File: config.mk
export PLATFORM = sky130hd
export DESIGN_NAME = mem_lsu
export DESIGN_NICKNAME = d
export VERILOG_FILES = /design/src/rtl/mem_lsu.sv
export SDC_FILE = /design/constraint.sdc
export NUM_CORES = 1
export LEC_CHECK = 0
export ABC_CLOCK_PERIOD_IN_PS = 5500
export CAP_MARGIN = 20
export CORE_ASPECT_RATIO = 1.1
export CORE_MARGIN = 5
export CORE_UTILIZATION = 49
export DETAILED_ROUTE_END_ITERATION = 6
export GPL_TIMING_DRIVEN = 0
export PLACE_DENSITY = 0.87
export SYNTH_ARGS = -nofsm -noshare
export SYNTH_HDL_FRONTEND = slang
export SYNTH_SLANG_ARGS = --single-unit
File: constraint.sdc
create_clock -name clk -period 5.5 [get_ports clk]
set_clock_uncertainty 0.1 [all_clocks]
set_input_delay 1.1 -clock clk [delete_from_list [all_inputs] [get_ports clk]]
set_output_delay 1.1 -clock clk [all_outputs]
set_load 0.02 [all_outputs]
File: src/rtl/mem_lsu.sv
`timescale 1ns/1ps
// MEM-stage load/store unit: drives the req/ack data bus and aligns load data for writeback.
// Latency: non-memory ops pass through combinationally; memory ops take >= 2 cycles (issue, DONE).
// Backpressure: stallreq_o is held while a bus transaction is outstanding; bus timeout aborts after TIMEOUT cycles.
module mem_lsu #(
    parameter int TIMEOUT = 255,
    parameter int CNT_W   = 8
) (
    input  logic        clk,
    input  logic        rst,
    input  logic [4:0]  mem_wd_i,
    input  logic        mem_wreg_i,
    input  logic [31:0] mem_wdata_i,
    input  logic [7:0]  mem_aluop_i,
    input  logic [31:0] mem_mem_addr_i,
    input  logic [31:0] mem_reg2_i,
    input  logic        flush_i,
    input  logic [31:0] dbus_rdata_i,
    input  logic        dbus_ack_i,
    output logic        dbus_req_o,
    output logic        dbus_we_o,
    output logic [31:0] dbus_addr_o,
    output logic [31:0] dbus_wdata_o,
    output logic [3:0]  dbus_sel_o,
    output logic [4:0]  wb_wd_o,
    output logic        wb_wreg_o,
    output logic [31:0] wb_wdata_o,
    output logic        stallreq_o,
    output logic        misalign_o,
    output logic        bus_err_o
);

    localparam logic [7:0] OP_LB  = 8'b1110_0000;
    localparam logic [7:0] OP_LH  = 8'b1110_0001;
    localparam logic [7:0] OP_LW  = 8'b1110_0011;
    localparam logic [7:0] OP_LBU = 8'b1110_0100;
    localparam logic [7:0] OP_LHU = 8'b1110_0101;
    localparam logic [7:0] OP_SB  = 8'b1110_1000;
    localparam logic [7:0] OP_SH  = 8'b1110_1001;
    localparam logic [7:0] OP_SW  = 8'b1110_1011;

    typedef enum logic [1:0] {S_IDLE, S_WAIT, S_DONE, S_DRAIN} state_t;

    state_t             r_state;
    state_t             w_next;
    logic [CNT_W-1:0]   r_cnt;
    logic [31:0]        r_buf;
    logic [31:0]        r_addr;
    logic               r_we;
    logic [3:0]         r_sel;
    logic [31:0]        r_wdata;
    logic [7:0]         r_op;
    logic               r_err;

    logic               w_is_load;
    logic               w_is_store;
    logic [1:0]         w_size;      // 0 byte, 1 halfword, 2 word
    logic               w_misalign;
    logic [3:0]         w_sel;
    logic [31:0]        w_lane_wdata;
    logic               w_timeout;
    logic               w_issue;
    logic               w_capture;
    logic               w_set_err;
    logic               w_cnt_inc;

    // Pick the addressed byte/halfword out of the bus word and extend it per opcode.
    function automatic logic [31:0] load_extend(input logic [7:0] op, input logic [1:0] lo,
                                                input logic [31:0] d);
        logic [7:0]  b;
        logic [15:0] h;
        logic [31:0] res;
        b   = d[{lo, 3'b000} +: 8];
        h   = d[{lo[1], 4'b0000} +: 16];
        res = d;
        case (op)
            OP_LB:   res = {{24{b[7]}}, b};
            OP_LBU:  res = {24'd0, b};
            OP_LH:   res = {{16{h[15]}}, h};
            OP_LHU:  res = {16'd0, h};
            default: res = d;
        endcase
        return res;
    endfunction

    // Decode the EX/MEM opcode into access kind and size.
    always_comb begin
        w_is_load  = 1'b0;
        w_is_store = 1'b0;
        w_size     = 2'd0;
        case (mem_aluop_i)
            OP_LB, OP_LBU: begin w_is_load  = 1'b1; w_size = 2'd0; end
            OP_LH, OP_LHU: begin w_is_load  = 1'b1; w_size = 2'd1; end
            OP_LW:         begin w_is_load  = 1'b1; w_size = 2'd2; end
            OP_SB:         begin w_is_store = 1'b1; w_size = 2'd0; end
            OP_SH:         begin w_is_store = 1'b1; w_size = 2'd1; end
            OP_SW:         begin w_is_store = 1'b1; w_size = 2'd2; end
            default: ;
        endcase
    end

    assign w_misalign = ((w_size == 2'd1) && mem_mem_addr_i[0]) ||
                        ((w_size == 2'd2) && (mem_mem_addr_i[1:0] != 2'b00));
    assign w_timeout  = (r_cnt == CNT_W'(TIMEOUT));

    // Byte-lane enables and lane-replicated store data; loads share the lane rule.
    always_comb begin
        w_sel        = 4'b1111;
        w_lane_wdata = mem_reg2_i;
        case (w_size)
            2'd0: begin
                w_sel        = 4'b0001 << mem_mem_addr_i[1:0];
                w_lane_wdata = {4{mem_reg2_i[7:0]}};
            end
            2'd1: begin
                w_sel        = mem_mem_addr_i[1] ? 4'b1100 : 4'b0011;
                w_lane_wdata = {2{mem_reg2_i[15:0]}};
            end
            default: ;
        endcase
    end

    // Next-state and output logic; everything is held quiet while reset is asserted.
    always_comb begin
        w_next       = r_state;
        dbus_req_o   = 1'b0;
        dbus_we_o    = 1'b0;
        dbus_addr_o  = 32'd0;
        dbus_wdata_o = 32'd0;
        dbus_sel_o   = 4'd0;
        wb_wd_o      = 5'd0;
        wb_wreg_o    = 1'b0;
        wb_wdata_o   = 32'd0;
        stallreq_o   = 1'b0;
        misalign_o   = 1'b0;
        bus_err_o    = 1'b0;
        w_issue      = 1'b0;
        w_capture    = 1'b0;
        w_set_err    = 1'b0;
        w_cnt_inc    = 1'b0;
        if (rst) begin
            case (r_state)
                S_IDLE: begin
                    if (flush_i) begin
                        w_next = S_IDLE;
                    end else if (!(w_is_load || w_is_store)) begin
                        wb_wd_o    = mem_wd_i;
                        wb_wreg_o  = mem_wreg_i;
                        wb_wdata_o = mem_wdata_i;
                    end else if (w_misalign) begin
                        misalign_o = 1'b1;
                    end else begin
                        w_issue      = 1'b1;
                        dbus_req_o   = 1'b1;
                        dbus_we_o    = w_is_store;
                        dbus_addr_o  = {mem_mem_addr_i[31:2], 2'b00};
                        dbus_wdata_o = w_lane_wdata;
                        dbus_sel_o   = w_sel;
                        stallreq_o   = 1'b1;
                        if (dbus_ack_i) begin
                            w_capture = 1'b1;
                            w_next    = S_DONE;
                        end else begin
                            w_next    = S_WAIT;
                        end
                    end
                end
                S_WAIT: begin
                    stallreq_o = 1'b1;
                    if (w_timeout) begin
                        // Request is withdrawn on the abort cycle; a flushed op aborts silently.
                        bus_err_o = !flush_i;
                        w_set_err = 1'b1;
                        w_next    = flush_i ? S_IDLE : S_DONE;
                    end else begin
                        dbus_req_o   = 1'b1;
                        dbus_we_o    = r_we;
                        dbus_addr_o  = {r_addr[31:2], 2'b00};
                        dbus_wdata_o = r_wdata;
                        dbus_sel_o   = r_sel;
                        if (dbus_ack_i) begin
                            w_capture = 1'b1;
                            w_next    = flush_i ? S_IDLE : S_DONE;
                        end else begin
                            w_cnt_inc = 1'b1;
                            w_next    = flush_i ? S_DRAIN : S_WAIT;
                        end
                    end
                end
                S_DONE: begin
                    w_next = S_IDLE;
                    if (!flush_i && r_op[3] == 1'b0 && !r_err) begin
                        wb_wd_o    = mem_wd_i;
                        wb_wreg_o  = mem_wreg_i;
                        wb_wdata_o = load_extend(r_op, r_addr[1:0], r_buf);
                    end
                end
                S_DRAIN: begin
                    stallreq_o = 1'b1;
                    if (w_timeout) begin
                        w_next = S_IDLE;
                    end else begin
                        dbus_req_o   = 1'b1;
                        dbus_we_o    = r_we;
                        dbus_addr_o  = {r_addr[31:2], 2'b00};
                        dbus_wdata_o = r_wdata;
                        dbus_sel_o   = r_sel;
                        if (dbus_ack_i) begin
                            w_next    = S_IDLE;
                        end else begin
                            w_cnt_inc = 1'b1;
                        end
                    end
                end
                default: w_next = S_IDLE;
            endcase
        end
    end

    // State, timeout counter and the transaction snapshot held stable across WAIT/DRAIN.
    always_ff @(posedge clk or negedge rst) begin
        if (!rst) begin
            r_state <= S_IDLE;
            r_cnt   <= '0;
            r_buf   <= 32'd0;
            r_addr  <= 32'd0;
            r_we    <= 1'b0;
            r_sel   <= 4'd0;
            r_wdata <= 32'd0;
            r_op    <= 8'd0;
            r_err   <= 1'b0;
        end else begin
            r_state <= w_next;
            r_cnt   <= w_cnt_inc ? r_cnt + 1'b1 : '0;
            if (w_issue) begin
                r_addr  <= mem_mem_addr_i;
                r_we    <= w_is_store;
                r_sel   <= w_sel;
                r_wdata <= w_lane_wdata;
                r_op    <= mem_aluop_i;
                r_err   <= 1'b0;
            end
            if (w_capture) begin
                r_buf <= dbus_rdata_i;
            end
            if (w_set_err) begin
                r_err <= 1'b1;
            end
        end
    end

endmodule

# Yosys cells after proc, flatten, opt, wreduce, memory -nomap -nowiden
# Cells that the tools add are included.
[word_totals] out_inout_bits=111 inputBits=146 reg_bits=120 elab_cells=145
[classes] shifts=3 reduce_logical=18 n_mux=92 bitwise_logic=1 n_addsub=1 eq_ne=21
[op_table] op="2-to-1 mux 32 bit" n=14
[op_table] op="case mux 32 bit (2 select lines)" n=4
[op_table] op="case mux 32 bit (4 select lines)" n=1
[op_table] op="equality test 8 bit, second input constant" n=13
[op_table] op="2-to-1 mux 1 bit" n=42
[op_table] op="indexed part select 32 x 6 -> 16 bit" n=1
[op_table] op="indexed part select 32 x 6 -> 8 bit" n=1
[op_table] op="2-to-1 mux 4 bit" n=6
[op_table] op="2-to-1 mux 2 bit" n=10
[op_table] op="2-to-1 mux 5 bit" n=4
[op_table] op="case mux 4 bit (2 select lines)" n=2
[op_table] op="case mux 1 bit (2 select lines)" n=5
[op_table] op="case mux 5 bit (2 select lines)" n=1
[op_table] op="inequality test 3 bit, second input constant" n=3
[op_table] op="adder 8 x 1 -> 8 bit, second input constant" n=1
[op_table] op="2-to-1 mux 8 bit" n=1
[op_table] op="case mux 2 bit (4 select lines)" n=1
[op_table] op="equality test 2 bit, second input constant" n=3
[op_table] op="OR reduction 3 bit" n=2
[op_table] op="OR reduction 5 bit" n=1
[op_table] op="equality test 2 x 1 -> 1 bit, second input constant" n=2
[op_table] op="logical AND 1 bit" n=4
[op_table] op="logical NOT 2 bit" n=2
[op_table] op="case mux 2 bit (2 select lines)" n=1
[op_table] op="other kinds (7)" n=11

# Longest topological paths before layout
[depth] depth_word=13 depth_mapped=8 mapped_depth_nobuf=5

# Least setup slack after synthesis
# Ideal clock, no wire load.
[synth_timing] path_type="input to output" startpoint="input port mem_aluop_i[4]" endpoint="output port dbus_sel_o[2]" required_time_ns=4.300 path_stages=5 path_buffers=0 slack_ns=1.557 arrival_time_ns=2.743 cell_sequence="and4b_1 -> nand4b_2 -> xor2_1 -> or4b_2 -> a21oi_1"
[synth_between] elab_chain_len=11 word_cells_on_any_way=28 classes_between="10 x eq/ne; 9 x mux; 9 x reduce/logical"
[synth_lines] item="start: declaration" line="14" source="input logic [7:0] mem_aluop_i,"
[synth_lines] item="parallel branches: the longest is 7 deep, another holds equality test 8 bit"
[synth_lines] item="2-to-1 mux 4 bit *" line="146" source="end else if (!(w_is_load || w_is_store)) begin"
[synth_lines] item="2-to-1 mux 4 bit *" line="144" source="if (flush_i) begin"
[synth_lines] item="case mux 4 bit (2 select lines) *" line="142" source="case (r_state)"
[synth_lines] item="2-to-1 mux 4 bit *" line="141" source="if (rst) begin"
[synth_lines] item="end: declaration" line="24" source="output logic [3:0] dbus_sel_o,"
# Every way passes the cells marked *.

# Final worst setup path
[layout_timing] startpoint="input port mem_aluop_i[7]" endpoint="output port dbus_wdata_o[31]"
[layout_between] elab_chain_len=11 word_cells_on_any_way=28 classes_between="10 x eq/ne; 9 x mux; 9 x reduce/logical"
[layout_lines] item="parallel branches: the longest is 7 deep, another holds case mux 32 bit (2 select lines)"
[layout_lines] item="2-to-1 mux 32 bit *" line="146"
[layout_lines] item="2-to-1 mux 32 bit *" line="144"
[layout_lines] item="case mux 32 bit (2 select lines) *" line="142"
[layout_lines] item="2-to-1 mux 32 bit *" line="141"
[layout_lines] item="end: declaration" line="23" source="output logic [31:0] dbus_wdata_o,"
# Marked as above.

==> metrics <==
outcome=complete, no violations; CTS clock-pin slew for the worst setup and hold paths=roughly 0.050 ns; Met1 Wirelength=9678 µm; Net Switching=approximately 1100 µW; htree depth=4; met3 wire len=about 1600 µm; Internal=around 2400 µW; Post-synth ARST share=1.000; post-layout utilization of the core=0.7342; Reg power frac=0.359; Die Span Y=around 140 µm; final hold violations=0; std cell rows=46; Slew HR=0.5053; Least-Margin Pin Slew=~0.73 ns; Logic pwr share=0.307; DR WL met2=11340 µm; sw frac=0.3084; global-route wire length before repair=36640 µm; Startpoint Class=input pin; Tot GR Track Use=0.2709; vias in the first global route=between 6k and 7k; Arr. time, crit path=4.07 ns; leakage power=0.004383 µW; sequential fraction of the synthesis area=0.4232; die width=124.7 µm; Syn Inst Count=723; Synth Flop Type=dfrtp_1; Setup crit end kind=output port; Final Cycle Share=0.9573; post-route ant nets=0; Area growth syn-to-layout=48.30%; initial antenna violation count=0; Total Wirelength=23360 µm; maxcap violations=0; Fmax=189.9 MHz; Initial DRC Count=491; Synth Area per Inst=~10 µm²; initial core utilization=0.4951; Worst Setup Path Type=in2out; Post-synth EDFFs=0; vias per std cell=5.625; Worst-Skew Late Latency=0.42 ns; Die ar.=16990 µm²; clk buf depth=2; hold-fix buffers at CTS=0; FILL cells=1054; power density over the cells=333.9 nW/µm²; WL/cell=a little under 20 µm; critical path peak fanout=10; Mapped Area=7096 µm²; synth warn=0; layout cells sized above 1=0.1667; Core Box Area=14330 µm²; largest net degree at the start of global routing=80; Hold Path Class=reg2reg; CTS root buf=clkbuf_16; setup slack after layout=0.2348 ns; top sig layer=met4; GPL Wtd Cong=slightly above 0.9; Post-DP HPWL=roughly 17000 µm; DRC Markers=0; CTS tree=built; Diodes inserted=0; grt ovf=0; routed via count=between 6k and 7k; post-layout minimum cycle time=5.265 ns; clock network power share=0.334; IO Pins=257; final net count=1145; Final Setup Violations=0; number of synthesized register bits=120; TritonCTS buffer count=17; 1st-pass router iterations=5; maximum vdd drop=0.2107 mV; Pins Over Slew Limit=0; Port Buffers=251; setup bufs post-CTS=0; Sinks on Clock Net=120; Cell variety after synth=64; RSZ-0062 raised after global routing=no; Worst Hold Slack=~0.36 ns; DP Worst Slack=0.03066 ns; Worst EP required=4.30 ns
[layout make-up]
class                           count  area (µm²)  area share
Buffer                             55       279.0     0.02652
Clock buffer                       22       464.2     0.04411
Clock inverter                      9       147.6     0.01403
Inverter                           15       56.30    0.005351
Multi-Input combinational cell    534        3764      0.3577
Sequential cell                   120        3003      0.2854
Tap cell                          192       240.2     0.02283
Timing Repair Buffer              253        2569      0.2441
[synthesized netlist by cell type (all sizes together) (10+ instances only)]
library cell	n	share of area
buf	23	0.022
clkbuf	32	0.017
mux2	94	0.17
o2bb2ai	12	0.015
inv	15	0.0079
a22oi	48	0.051
and2	10	0.0088
nand2	77	0.041
a21oi	19	0.013
nor2	100	0.053
nor2b	13	0.011
dfrtp	120	0.42
o221ai	12	0.018
o21ai	48	0.034
[what timing repair did]
action / CTS / global route
resized for setup: 0 / 2
endpoints found under the hold margin: 0 / 0
endpoints found under the setup margin: 0 / 22
[kinds of logic after synthesis]
group / after synthesis / synth area share
AND/OR/NAND/NOR: 246 / 0.1652
AO/OA/AOI/OAI: 174 / 0.1735
flip-flops: 120 / 0.4232
multiplexers: 102 / 0.1763
buffers and inverters: 70 / 0.04726
XOR/XNOR: 7 / 0.008641
adder cells (fa/ha/maj): 3 / 0.005291
other: 1 / 0.0005285
[worst max-delay path, stage by stage]
cell and delay, ns:
clkdlybuf4s50_1 0.50, and4b_1 0.33, nand3b_1 0.20, nor4_4 0.53, buf_6 0.24, buf_4 0.20
o221ai_1 0.15, o31ai_1 0.13, clkdlybuf4s50_1 0.67
[sequential cells by signal, summed over array words and instances (netlist names)]
| name | flops |
|---|---|
| r_buf | 32 |
| r_wdata | 32 |
| r_sel | 4 |
| r_op | 8 |
| r_state | 2 |
| r_err | 1 |
| r_we | 1 |
| r_cnt | 8 |
| r_addr | 32 |
[power groups by stage]
stage	Clock, µW	Combinational, µW	Sequential [µW]
finish	1170	1080	1260
global route	1230	1160	1280
CTS	1180	1070	1250
detailed placement	0	1060	1270
global placement	0	1040	1250
floorplan	0	689	1210
[cells in the final DEF (no fill, tap or decap), types with 14 or more instances in the layout]
| master | count |
|---|---|
| mux2_2 | 64 |
| o21ai_0 | 29 |
| clkdlybuf4s50_1 | 250 |
| clkbuf_16 | 18 |
| a22oi_1 | 48 |
| clkbuf_1 | 35 |
| dfrtp_1 | 120 |
| inv_1 | 14 |
| mux2_4 | 30 |
| nor2_1 | 99 |
| nand2_1 | 77 |
| o21ai_1 | 18 |
| a21oi_1 | 19 |
[final timing paths]
| check | start | end | slack, ns | cells past startpoint |
|---|---|---|---|---|
| worst max-delay path | mem_aluop_i[7] | dbus_wdata_o[31] | 0.23 | 9 |
| worst min-delay path | r_op[5]$_DFFE_PN0P_ | r_op[5]$_DFFE_PN0P_ | 0.36 | 1 |
| worst max register to register | r_state[0]$_DFFE_PN0P_ | r_addr[30]$_DFFE_PN0P_ | 3.00 | 6 |
| worst min register to register | r_op[5]$_DFFE_PN0P_ | r_op[5]$_DFFE_PN0P_ | 0.36 | 1 |
| max in group asynchronous | rst | r_cnt[6]$_DFF_PN0_ | 4.17 | 2 |
| min in group asynchronous | rst | r_cnt[3]$_DFF_PN0_ | 0.53 | 1 |
[layer usage]
layer  vias up  GRT usage
met5         -          0
met4         0     0.1078
met3        52    0.07112
met2       296     0.4555
met1      3275     0.3346
li1       3127          -
[per-stage QoR]
stage | TNS [ns] | cells | power [µW] | area (µm²)
after global routing | 0 | 1200 | 3670 | 10520
after floorplan | 0 | 724 | 1897 | 7099
after CTS | 0 | 1199 | 3514 | 10490
after detailed placement | 0 | 1168 | 2327 | 9881
after global placement | -797.82 | 1167 | 2298 | 9852
final | 0 | 1200 | 3513 | 10520
No activity file was read; power rests on OpenSTA's default activity.
